## src/rtl/spi_reg_responder.sv

```systemverilog
// SPI mode-0 slave that bridges each frame onto a synchronous register bus.
// A command byte selects a register and direction; data bytes then write or re-read that register.
module spi_reg_responder #(
    parameter int SYNC_STAGES = 2,
    parameter int RD_LAT      = 1
) (
    input  logic       clk_clk,
    input  logic       reset_reset_n,
    input  logic       spi_SCLK,
    input  logic       spi_SS_n,
    input  logic       spi_MOSI,
    output logic       spi_MISO,
    output logic       spi_MISO_oe,
    input  logic [7:0] status_in,
    output logic [4:0] reg_addr,
    output logic [7:0] reg_wdata,
    output logic       reg_we,
    output logic       reg_re,
    input  logic [7:0] reg_rdata,
    output logic       frame_active,
    output logic       frame_err
);

    typedef enum logic [1:0] {
        IDLE,
        CMD,
        WR,
        RD
    } state_t;

    state_t state, state_next;

    logic [SYNC_STAGES-1:0] sclk_sync, ss_sync, mosi_sync;
    logic sclk_prev, ss_prev;
    logic sclk_s, ss_s, mosi_s;
    logic sclk_rise, sclk_fall, ss_rise, ss_fall;
    logic in_frame, bit_rise, bit_fall, byte_done;

    logic [2:0] bit_cnt, bit_cnt_next;
    logic [6:0] rx_shift;
    logic [7:0] rx_byte;
    logic [6:0] tx_shift;
    logic       miso_q;
    logic [7:0] rd_hold, load_byte;
    logic       capture_en;

    logic [4:0] addr_next;
    logic [7:0] wdata_next;
    logic       we_next, re_next, err_next;

    // NOTE: the chip-select chain resets to the idle (high) level so that
    // leaving reset can never be mistaken for a chip-select fall.
    always_ff @(posedge clk_clk or negedge reset_reset_n) begin
        if (!reset_reset_n) begin
            sclk_sync <= '0;
            ss_sync   <= '1;
            mosi_sync <= '0;
            sclk_prev <= 1'b0;
            ss_prev   <= 1'b1;
        end else begin
            sclk_sync <= {sclk_sync[SYNC_STAGES-2:0], spi_SCLK};
            ss_sync   <= {ss_sync[SYNC_STAGES-2:0], spi_SS_n};
            mosi_sync <= {mosi_sync[SYNC_STAGES-2:0], spi_MOSI};
            sclk_prev <= sclk_sync[SYNC_STAGES-1];
            ss_prev   <= ss_sync[SYNC_STAGES-1];
        end
    end

    assign sclk_s    = sclk_sync[SYNC_STAGES-1];
    assign ss_s      = ss_sync[SYNC_STAGES-1];
    assign mosi_s    = mosi_sync[SYNC_STAGES-1];
    assign sclk_rise = sclk_s & ~sclk_prev;
    assign sclk_fall = ~sclk_s & sclk_prev;
    assign ss_fall   = ss_prev & ~ss_s;
    assign ss_rise   = ~ss_prev & ss_s;

    // Outside a frame SCLK activity is noise, so edges only count while a frame is open.
    assign in_frame     = (state != IDLE);
    assign bit_rise     = in_frame & sclk_rise;
    assign bit_fall     = in_frame & sclk_fall;
    assign bit_cnt_next = bit_rise ? bit_cnt + 3'd1 : bit_cnt;
    assign byte_done    = bit_rise && (bit_cnt == 3'd7);
    assign rx_byte      = {rx_shift, mosi_s};

    // Read-data return pipeline: the holding register samples reg_rdata RD_LAT cycles after reg_re.
    generate
        if (RD_LAT == 0) begin : g_lat0
            assign capture_en = reg_re;
        end else begin : g_latn
            logic [RD_LAT-1:0] re_dly;
            always_ff @(posedge clk_clk or negedge reset_reset_n) begin
                if (!reset_reset_n) re_dly <= '0;
                else                re_dly <= (re_dly << 1) | RD_LAT'(reg_re);
            end
            assign capture_en = re_dly[RD_LAT-1];
        end
    endgenerate

    // Bypass lets a capture that coincides with the load still reach MISO.
    assign load_byte = capture_en ? reg_rdata : rd_hold;

    always_ff @(posedge clk_clk or negedge reset_reset_n) begin
        if (!reset_reset_n) rd_hold <= 8'h00;
        else if (capture_en) rd_hold <= reg_rdata;
    end

    // NOTE: every signal assigned here gets a default first, so no path
    // through the case can leave one unassigned and infer a latch.
    always_comb begin
        state_next = state;
        addr_next  = reg_addr;
        wdata_next = reg_wdata;
        we_next    = 1'b0;
        re_next    = 1'b0;
        err_next   = 1'b0;
        case (state)
            IDLE: if (ss_fall) state_next = CMD;
            CMD: begin
                if (byte_done) begin
                    addr_next = rx_byte[7:3];
                    if (rx_byte[1]) begin
                        state_next = WR;
                    end else begin
                        re_next    = 1'b1;
                        state_next = RD;
                    end
                end
            end
            WR: begin
                if (byte_done) begin
                    wdata_next = rx_byte;
                    we_next    = 1'b1;
                end
            end
            RD: if (byte_done) re_next = 1'b1;
            default: state_next = IDLE;
        endcase
        // A byte completing in the same cycle as the chip-select rise still counts as whole.
        if (in_frame && ss_rise) begin
            state_next = IDLE;
            err_next   = (bit_cnt_next != 3'd0);
        end
    end

    // NOTE: all clocked state uses non-blocking assignments so every flop
    // samples pre-edge values regardless of statement order.
    always_ff @(posedge clk_clk or negedge reset_reset_n) begin
        if (!reset_reset_n) begin
            state     <= IDLE;
            reg_addr  <= 5'd0;
            reg_wdata <= 8'h00;
            reg_we    <= 1'b0;
            reg_re    <= 1'b0;
            frame_err <= 1'b0;
        end else begin
            state     <= state_next;
            reg_addr  <= addr_next;
            reg_wdata <= wdata_next;
            reg_we    <= we_next;
            reg_re    <= re_next;
            frame_err <= err_next;
        end
    end

    always_ff @(posedge clk_clk or negedge reset_reset_n) begin
        if (!reset_reset_n) begin
            bit_cnt  <= 3'd0;
            rx_shift <= 7'd0;
        end else if (!in_frame || ss_rise) begin
            bit_cnt  <= 3'd0;
            rx_shift <= 7'd0;
        end else if (bit_rise) begin
            bit_cnt  <= bit_cnt_next;
            rx_shift <= rx_byte[6:0];
        end
    end

    // MISO holds the bit currently on the wire; tx_shift holds the bits still to go.
    always_ff @(posedge clk_clk or negedge reset_reset_n) begin
        if (!reset_reset_n) begin
            miso_q   <= 1'b0;
            tx_shift <= 7'd0;
        end else if (state == IDLE) begin
            if (ss_fall) begin
                {miso_q, tx_shift} <= status_in;
            end else begin
                miso_q   <= 1'b0;
                tx_shift <= 7'd0;
            end
        end else if (ss_rise) begin
            miso_q   <= 1'b0;
            tx_shift <= 7'd0;
        end else if (bit_fall) begin
            // A fall with a zero bit count directly follows a byte boundary.
            if (state == RD && bit_cnt == 3'd0) {miso_q, tx_shift} <= load_byte;
            else                                {miso_q, tx_shift} <= {tx_shift, 1'b0};
        end
    end

    assign spi_MISO     = miso_q;
    assign spi_MISO_oe  = in_frame;
    assign frame_active = in_frame;

endmodule

```

## config.mk

```make
export PLATFORM = sky130hd
export DESIGN_NAME = spi_reg_responder
export DESIGN_NICKNAME = d
export VERILOG_FILES = /design/src/rtl/spi_reg_responder.sv
export SDC_FILE = /design/constraint.sdc
export NUM_CORES = 1
export LEC_CHECK = 0
export ABC_AREA = 1
export BUFFER_PORTS_ARGS = -buffer_cell sky130_fd_sc_hd__buf_2
export CORE_MARGIN = 4
export CORE_UTILIZATION = 45
export CTS_CLUSTER_DIAMETER = 60
export CTS_CLUSTER_SIZE = 28
export DETAILED_ROUTE_END_ITERATION = 10
export PLACE_DENSITY = 0.75
export SYNTH_ARGS = -nofsm -noshare
export SYNTH_HDL_FRONTEND = slang
export SYNTH_SLANG_ARGS = --single-unit
```

## constraint.sdc

```tcl
create_clock -name clk_clk -period 2.8 [get_ports clk_clk]
set_input_delay 0.56 -clock clk_clk [delete_from_list [all_inputs] [get_ports clk_clk]]
set_output_delay 0.56 -clock clk_clk [all_outputs]
set_load 0.005 [all_outputs]
```

==> flow_summary_export.csv, run 1 <==
group,metric,value,unit
outcome,outcome,"finished, final reports clean",
power,overall_power_consumption,0.001787,W
worst_setup_path,timing.setup.critical_path_class,"reg2out",
worst_setup_path,cp_slowest_stage_delay,0.51,ns
placed_design,dpl.hpwl,3148,microns
cells_and_area,antennaDiodeCount,0,
logic_synthesis,synth_top_cell_by_area,"sky130_fd_sc_hd__dfrtp_1",
sta,final_hold_violations,0,
sta,clock-skew-final,0.008400,ns
cts,cts_tree,"yes",
sta,worstMarginPinSlew,0.6550,ns
drt,routed_via_density,4.619,
power,clockPowerShare,0.254,
logic_synthesis,ys_top_cells_by_count,"72 x sky130_fd_sc_hd__nand2_1, 57 x sky130_fd_sc_hd__inv_1, 50 x sky130_fd_sc_hd__dfrtp_1",
cells_and_area,drive_gt1_frac,0.2222,
cells_and_area,finalNetCount,347,
grt,via_count_of_the_first_global_routing_pass,1769,
power,combinationalPowerShare,0.242,
worst_setup_path,reg2reg_setup_slack,1.24,ns
worst_setup_path,worst_ep_arrival_time,1.22,ns
cells_and_area,multi_input_area,803.3,sq um
run,maxCapViolCount,0,
sta,maxSlewHeadroom,0.5634,
sta,drv_slew,0,
drt,num_vias,1820,
logic_synthesis,gate_count_after_technology_mapping,280,
worst_hold_path,timing.hold.worst_endpoint,"ss_sync[0]$_DFF_PN1_",
worst_hold_path,hold_path.startpoint,"spi_SS_n",
logic_synthesis,post_synth_instance_area,2390,sq um
logic_synthesis,seq_area_frac_synth,0.5565,
grt,grt_overflow_total,0,
cts,cts_root_buffer_type,"sky130_fd_sc_hd__clkbuf_8",
floorplanning,top_level_ports,40,
drt,drt-pass1-iter-count,4,
logic_synthesis,postSynth.asyncResetShare,1.000,
floorplanning,die_h,80.88,microns
grt,globalRouteTotalUtil,0.1539,
logic_synthesis,synth_top_area_share,0.5236,
sta,final.setup.tns,0,ns
worst_setup_path,worstPathRequired,2.24,ns
worst_setup_path,crit_slowest_cell,"sky130_fd_sc_hd__dfrtp_1",
cts,cts.repair_timing.setup_buffer_count,0,
drt,drt_drc,0,
cts,cts-root-to-sink-buffers,2,
cts,cts_made_buffers,5,
worst_setup_path,worstSetupStartpointType,"flop",
power,switching_power,0.0005903,W
drt,detail-route-antenna-nets,0,
cells_and_area,layout.area.seq,1330,sq um
placed_design,io_buffers,39,
worst_setup_path,worstPathMaxFanout,10,
grt,number_of_antenna_violations_at_the_first_check_in_global_routing,0,
logic_synthesis,synth_enable_flop_cells,0,
placed_design,place_ws,1.243,ns
worst_hold_path,holdCritPathClass,"in2reg",
power,p_int,0.001197,W
grt,grt_max_degree,54,
floorplanning,die_width,80.88,microns
sta,finalSetupViolations,0,
power,power_frac_seq,0.504,
logic_synthesis,synth.net_count,304,
cells_and_area,post-route-util,0.5348,
power,total_leakage_power,1.560,nW
logic_synthesis,synth_seq_cells,53,
drt,drt_iter0_drc,119,
cts,clk_transition_reported_paths,0.09,ns
sta,final_critical_path_setup_slack,1.018,ns
worst_setup_path,r2r.worst_path.cells,7,
sta,fmaxAchievable,561.2,MHz
drt,postRouteWirelength,4403,microns
power,ir_worst_vdd,298.2,uV
floorplanning,core_area,5140,sq um
logic_synthesis,yosys.cell_types.count,25,
power,power.density,650.0,nW/um^2
worst_setup_path,critical_path.reg2reg.endpoint,"reg_wdata[1]$_DFFE_PN0P_",
placed_design,finalWeightedCongestion,0.7942,
sta,rsz0062_at_grt,"no",
logic_synthesis,ys.warnings.count,0,
cells_and_area,post-route-cell-area,2749,sq um
floorplanning,initial_utilization,0.4649,
grt,first_pass_grt_wire_length,7872,microns
logic_synthesis,yosysMostFrequentCell,"sky130_fd_sc_hd__nand2_1",
cells_and_area,fillers,515,
placed_design,dpl-instance-area,2653,sq um
floorplanning,dieArea,6541,sq um
logic_synthesis,postSynthAreaPerCell,8.535,sq um
cts,clock_sink_count,53,
logic_synthesis,yosys_most_used_dff,"sky130_fd_sc_hd__dfrtp_1",
sta,period_share,0.6364,
drt,post_drt_wl_per_cell,11.18,microns
power,power_switching_share,0.3304,
worst_hold_path,hold_depth,1,
sta,layout_min_cycle_time,1.782,ns
worst_setup_path,worstSetupEndpointType,"output pin",
worst_setup_path,worstPathCellList,"inv_2, nand2_4, buf_2",
cells_and_area,area_delta_synth_final,15.03,%
floorplanning,floorplan.rows,26,
cts,holdBufCountCts,0,
cts,worstSkewPairLatency,0.31,ns
worst_setup_path,crit-reg2reg-launch,"state[0]$_DFFE_PN0P_",
cts,cts_repair_resized_insts,0,
cts,h-tree-depth,2,
logic_synthesis,post_synth_main_area_contributors,"sky130_fd_sc_hd__dfrtp_1 52%, sky130_fd_sc_hd__nand2_1 11%, sky130_fd_sc_hd__inv_1 9.0%",
[power groups by stage]
| stage | combinational, W | clock (W) | sequential (W) |
|---|---|---|---|
| floorplan | 0.000340 | 0 | 0.000890 |
| finish | 0.000433 | 0.000453 | 0.000901 |
| CTS | 0.000435 | 0.000464 | 0.000899 |
| detailed placement | 0.000433 | 0 | 0.000911 |
| global placement | 0.000423 | 0 | 0.000910 |
| global route | 0.000504 | 0.000490 | 0.000908 |
[placed cells by master (no fill, tap or decap), drive strengths merged]
cell type / n
nand2: 76
inv: 61
dfrtp: 50
buf: 40
nor2: 32
nand3: 17
o21ai: 17
o22ai: 7
a21oi: 7
clkbuf: 6
ha: 3
dfstp: 3
clkinv: 2
a211oi: 1
nand3b: 1
nand4: 1
[how the worst max path moves through the flow]
stage	startpoint	to	slack, ns
after floorplan	state[0]$_DFFE_PN0P_	spi_MISO_oe	1.41
after global placement	state[0]$_DFFE_PN0P_	reg_wdata[0]$_DFFE_PN0P_	1.27
after detailed placement	state[0]$_DFFE_PN0P_	reg_wdata[0]$_DFFE_PN0P_	1.24
after CTS	state[0]$_DFFE_PN0P_	spi_MISO_oe	1.01
after global routing	state[0]$_DFFE_PN0P_	frame_active	0.95
final	state[0]$_DFFE_PN0P_	frame_active	1.02
[state kept, by name (all words and copies together), names as in the netlist, 3 cells and up]
signal / cells
reg_addr: 5
tx_shift: 7
rx_shift: 7
rd_hold: 8
bit_cnt: 3
reg_wdata: 8
[critical path: cells and delay by family, from the launching register on]
kind                   cells  cell delay (ns)
buffers and inverters      2             0.26
DFF                        1             0.51
and+or+nand+nor            1             0.16
[metal layers]
| metal | track usage | wire [microns] | up-vias |
|---|---|---|---|
| li1 | - | - | 929 |
| met1 | 0.2108 | 2073 | 834 |
| met2 | 0.2389 | 2034 | 49 |
| met3 | 0.03991 | 220 | 8 |
| met4 | 0.05068 | 74 | 0 |
| met5 | 0 | 0 | - |
[kinds of logic (layout without fill, tap and decap cells)]
logic type      after synthesis  in the layout  share of synthesized area
compound gates               32             32                    0.08429
fa+ha+maj                     3              3                    0.01571
buf+inv                      65            109                     0.1073
flops                        53             53                     0.5565
simple gates                127            127                     0.2361
[final cells by class]
class	instances	share of cell area
clock buffer	6	0.03004
clock inverter	2	0.005007
inverter	61	0.08330
multi-input combinational	162	0.2922
sequential	53	0.4838
tap	70	0.03186
timing repair buffer	40	0.07374
[per-stage QoR]
step	hold slack, ns	instances
final	0.3417	394
after global routing	0.3295	394
after CTS	0.3326	394
after detailed placement	0.3364	386
after global placement	0.3320	386
after floorplan	0.2644	280
Power figures use the tool's default switching activity.
==> inputs of run 2 (changes only) <==
clock period = 1.8 ns   (was 2.8 ns; I/O delays follow)
==> flow_summary_export.csv, run 2 (synthesis gave the netlist of run 1 again) <==
group,metric,value,unit
placed_design,io_buffers,39,
grt,grt_overflow_total,0,
cts,h-tree-depth,2,
cells_and_area,post-route-util,0.5421,
sta,final_hold_violations,0,
cts,clk_transition_reported_paths,0.10,ns
grt,number_of_antenna_violations_at_the_first_check_in_global_routing,0,
floorplanning,core_area,5140,sq um
sta,drv_slew,0,
drt,drt_iter0_drc,149,
grt,via_count_of_the_first_global_routing_pass,1717,
floorplanning,top_level_ports,40,
sta,maxSlewHeadroom,0.6902,
cts,clock_sink_count,53,
sta,final.setup.tns,0,ns
power,power.density,1040,nW/um^2
cells_and_area,antennaDiodeCount,0,
floorplanning,dieArea,6541,sq um
cells_and_area,layout.cells.most_common_list,"72 x sky130_fd_sc_hd__nand2_1, 57 x sky130_fd_sc_hd__inv_1, 50 x sky130_fd_sc_hd__dfrtp_1",
sta,worstMarginPinSlew,0.4647,ns
run,maxCapViolCount,0,
drt,post_drt_wl_per_cell,11.66,microns
cts,cts-root-to-sink-buffers,2,
cells_and_area,multi_input_area,803.3,sq um
drt,num_vias,1830,
sta,period_share,0.8896,
worst_setup_path,worst_ep_arrival_time,1.24,ns
sta,layout_min_cycle_time,1.601,ns
cells_and_area,layout_top_registers,"rd_hold (8), reg_wdata (8)",
worst_setup_path,r2r.worst_path.cells,7,
power,ir_worst_vdd,530.3,uV
cells_and_area,area_delta_synth_final,16.60,%
cts,cts_root_buffer_type,"sky130_fd_sc_hd__clkbuf_8",
cells_and_area,most_common_cell_after_layout_fill_and_taps_aside,"sky130_fd_sc_hd__nand2_1",
cells_and_area,finalNetCount,348,
grt,grt_max_degree,35,
worst_setup_path,worstPathMaxFanout,10,
cts,cts_tree,"yes",
floorplanning,die_h,80.88,microns
drt,drt_drc,0,
worst_setup_path,timing.setup.critical_path_class,"reg2out",
sta,finalSetupViolations,0,
cells_and_area,layout.area.seq,1330,sq um
cts,worstSkewPairLatency,0.32,ns
grt,first_pass_grt_wire_length,7790,microns
cts,cts_made_buffers,5,
floorplanning,floorplan.rows,26,
sta,clock-skew-final,0.01755,ns
worst_setup_path,worstPathRequired,1.44,ns
placed_design,finalWeightedCongestion,0.8377,
drt,drt-pass1-iter-count,4,
cells_and_area,drive_gt1_frac,0.2185,
sta,rsz0062_at_grt,"no",
cells_and_area,fillers,495,
drt,postRouteWirelength,4604,microns
placed_design,dpl.hpwl,3406,microns
worst_hold_path,hold_depth,1,
floorplanning,initial_utilization,0.4649,
cts,cts.repair_timing.setup_buffer_count,0,
worst_setup_path,worstSetupStartpointType,"flop",
sta,fmaxAchievable,624.5,MHz
power,total_leakage_power,1.573,nW
worst_hold_path,holdCritPathClass,"in2reg",
worst_setup_path,worstSetupEndpointType,"output pin",
outcome,outcome,"finished, final reports clean",
drt,routed_via_density,4.633,
drt,detail-route-antenna-nets,0,
floorplanning,die_width,80.88,microns
grt,globalRouteTotalUtil,0.1569,
[run 2: metal layers]
layer | part of all wire | global-route usage | up-vias
met2 | 0.48 | 0.2496 | 45
met5 | 0 | 0 | -
met4 | 0.021 | 0.07095 | 0
met1 | 0.45 | 0.2024 | 841
li1 | - | - | 934
met3 | 0.046 | 0.03880 | 10
[run 2: per-stage QoR]
stage               hold WS, ns  std cells  instance area (sq um)  total power (W)  setup WS (ns)
floorplan               0.06441        280                   2390         0.001913         0.4514
global placement         0.3324        386                   2665         0.002075         0.2726
finish                   0.1284        395                   2786         0.002897         0.1988
global route             0.1176        395                   2786         0.003076        0.07941
detailed placement       0.3364        386                   2665         0.002107         0.2479
CTS                      0.1219        395                   2786         0.002907         0.2064
[run 2: final timing paths]
path | start | to | slack, ns
worst min register to register | mosi_sync[0]$_DFF_PN0_ | mosi_sync[1]$_DFF_PN0_ | 0.36
max in group asynchronous | reset_reset_n | rd_hold[5]$_DFF_PN0_ | 0.74
worst max-delay path | state[0]$_DFFE_PN0P_ | frame_active | 0.20
worst min-delay path | spi_SS_n | ss_sync[0]$_DFF_PN1_ | 0.13
min in group asynchronous | reset_reset_n | mosi_sync[0]$_DFF_PN0_ | 0.52
worst max register to register | state[0]$_DFFE_PN0P_ | reg_wdata[5]$_DFFE_PN0P_ | 0.23
[run 2: final cells by class]
cell class | instances | share of cell area
flip-flops and latches | 53 | 0.4773
repair buffers | 41 | 0.08083
well taps | 70 | 0.03143
clock buffers | 6 | 0.02604
inverters | 61 | 0.08217
multi-input cells | 162 | 0.2883
clock inverters | 2 | 0.01392
[run 2: report_power, final]
part           leakage (nW)  switching, W  internal, W
clock                0.0558      0.000389     0.000420
sequential            0.699     0.0000877      0.00131
combinational         0.819      0.000446     0.000239
total                  1.57      0.000923      0.00197
[run 2: repair_timing]
action | 4_1_cts | 5_1_grt
setup endpoints to repair | 0 | 0
hold buffers | 1 | 0
endpoints found under the hold margin | 2 | 0
gates resized for setup | 0 | 0
[run 2: critical path, cell delays in order (launching register included)]
cell and delay [ns]:
sky130_fd_sc_hd__dfrtp_1 0.50, sky130_fd_sc_hd__inv_2 0.11, sky130_fd_sc_hd__nand2_4 0.17, sky130_fd_sc_hd__buf_2 0.14
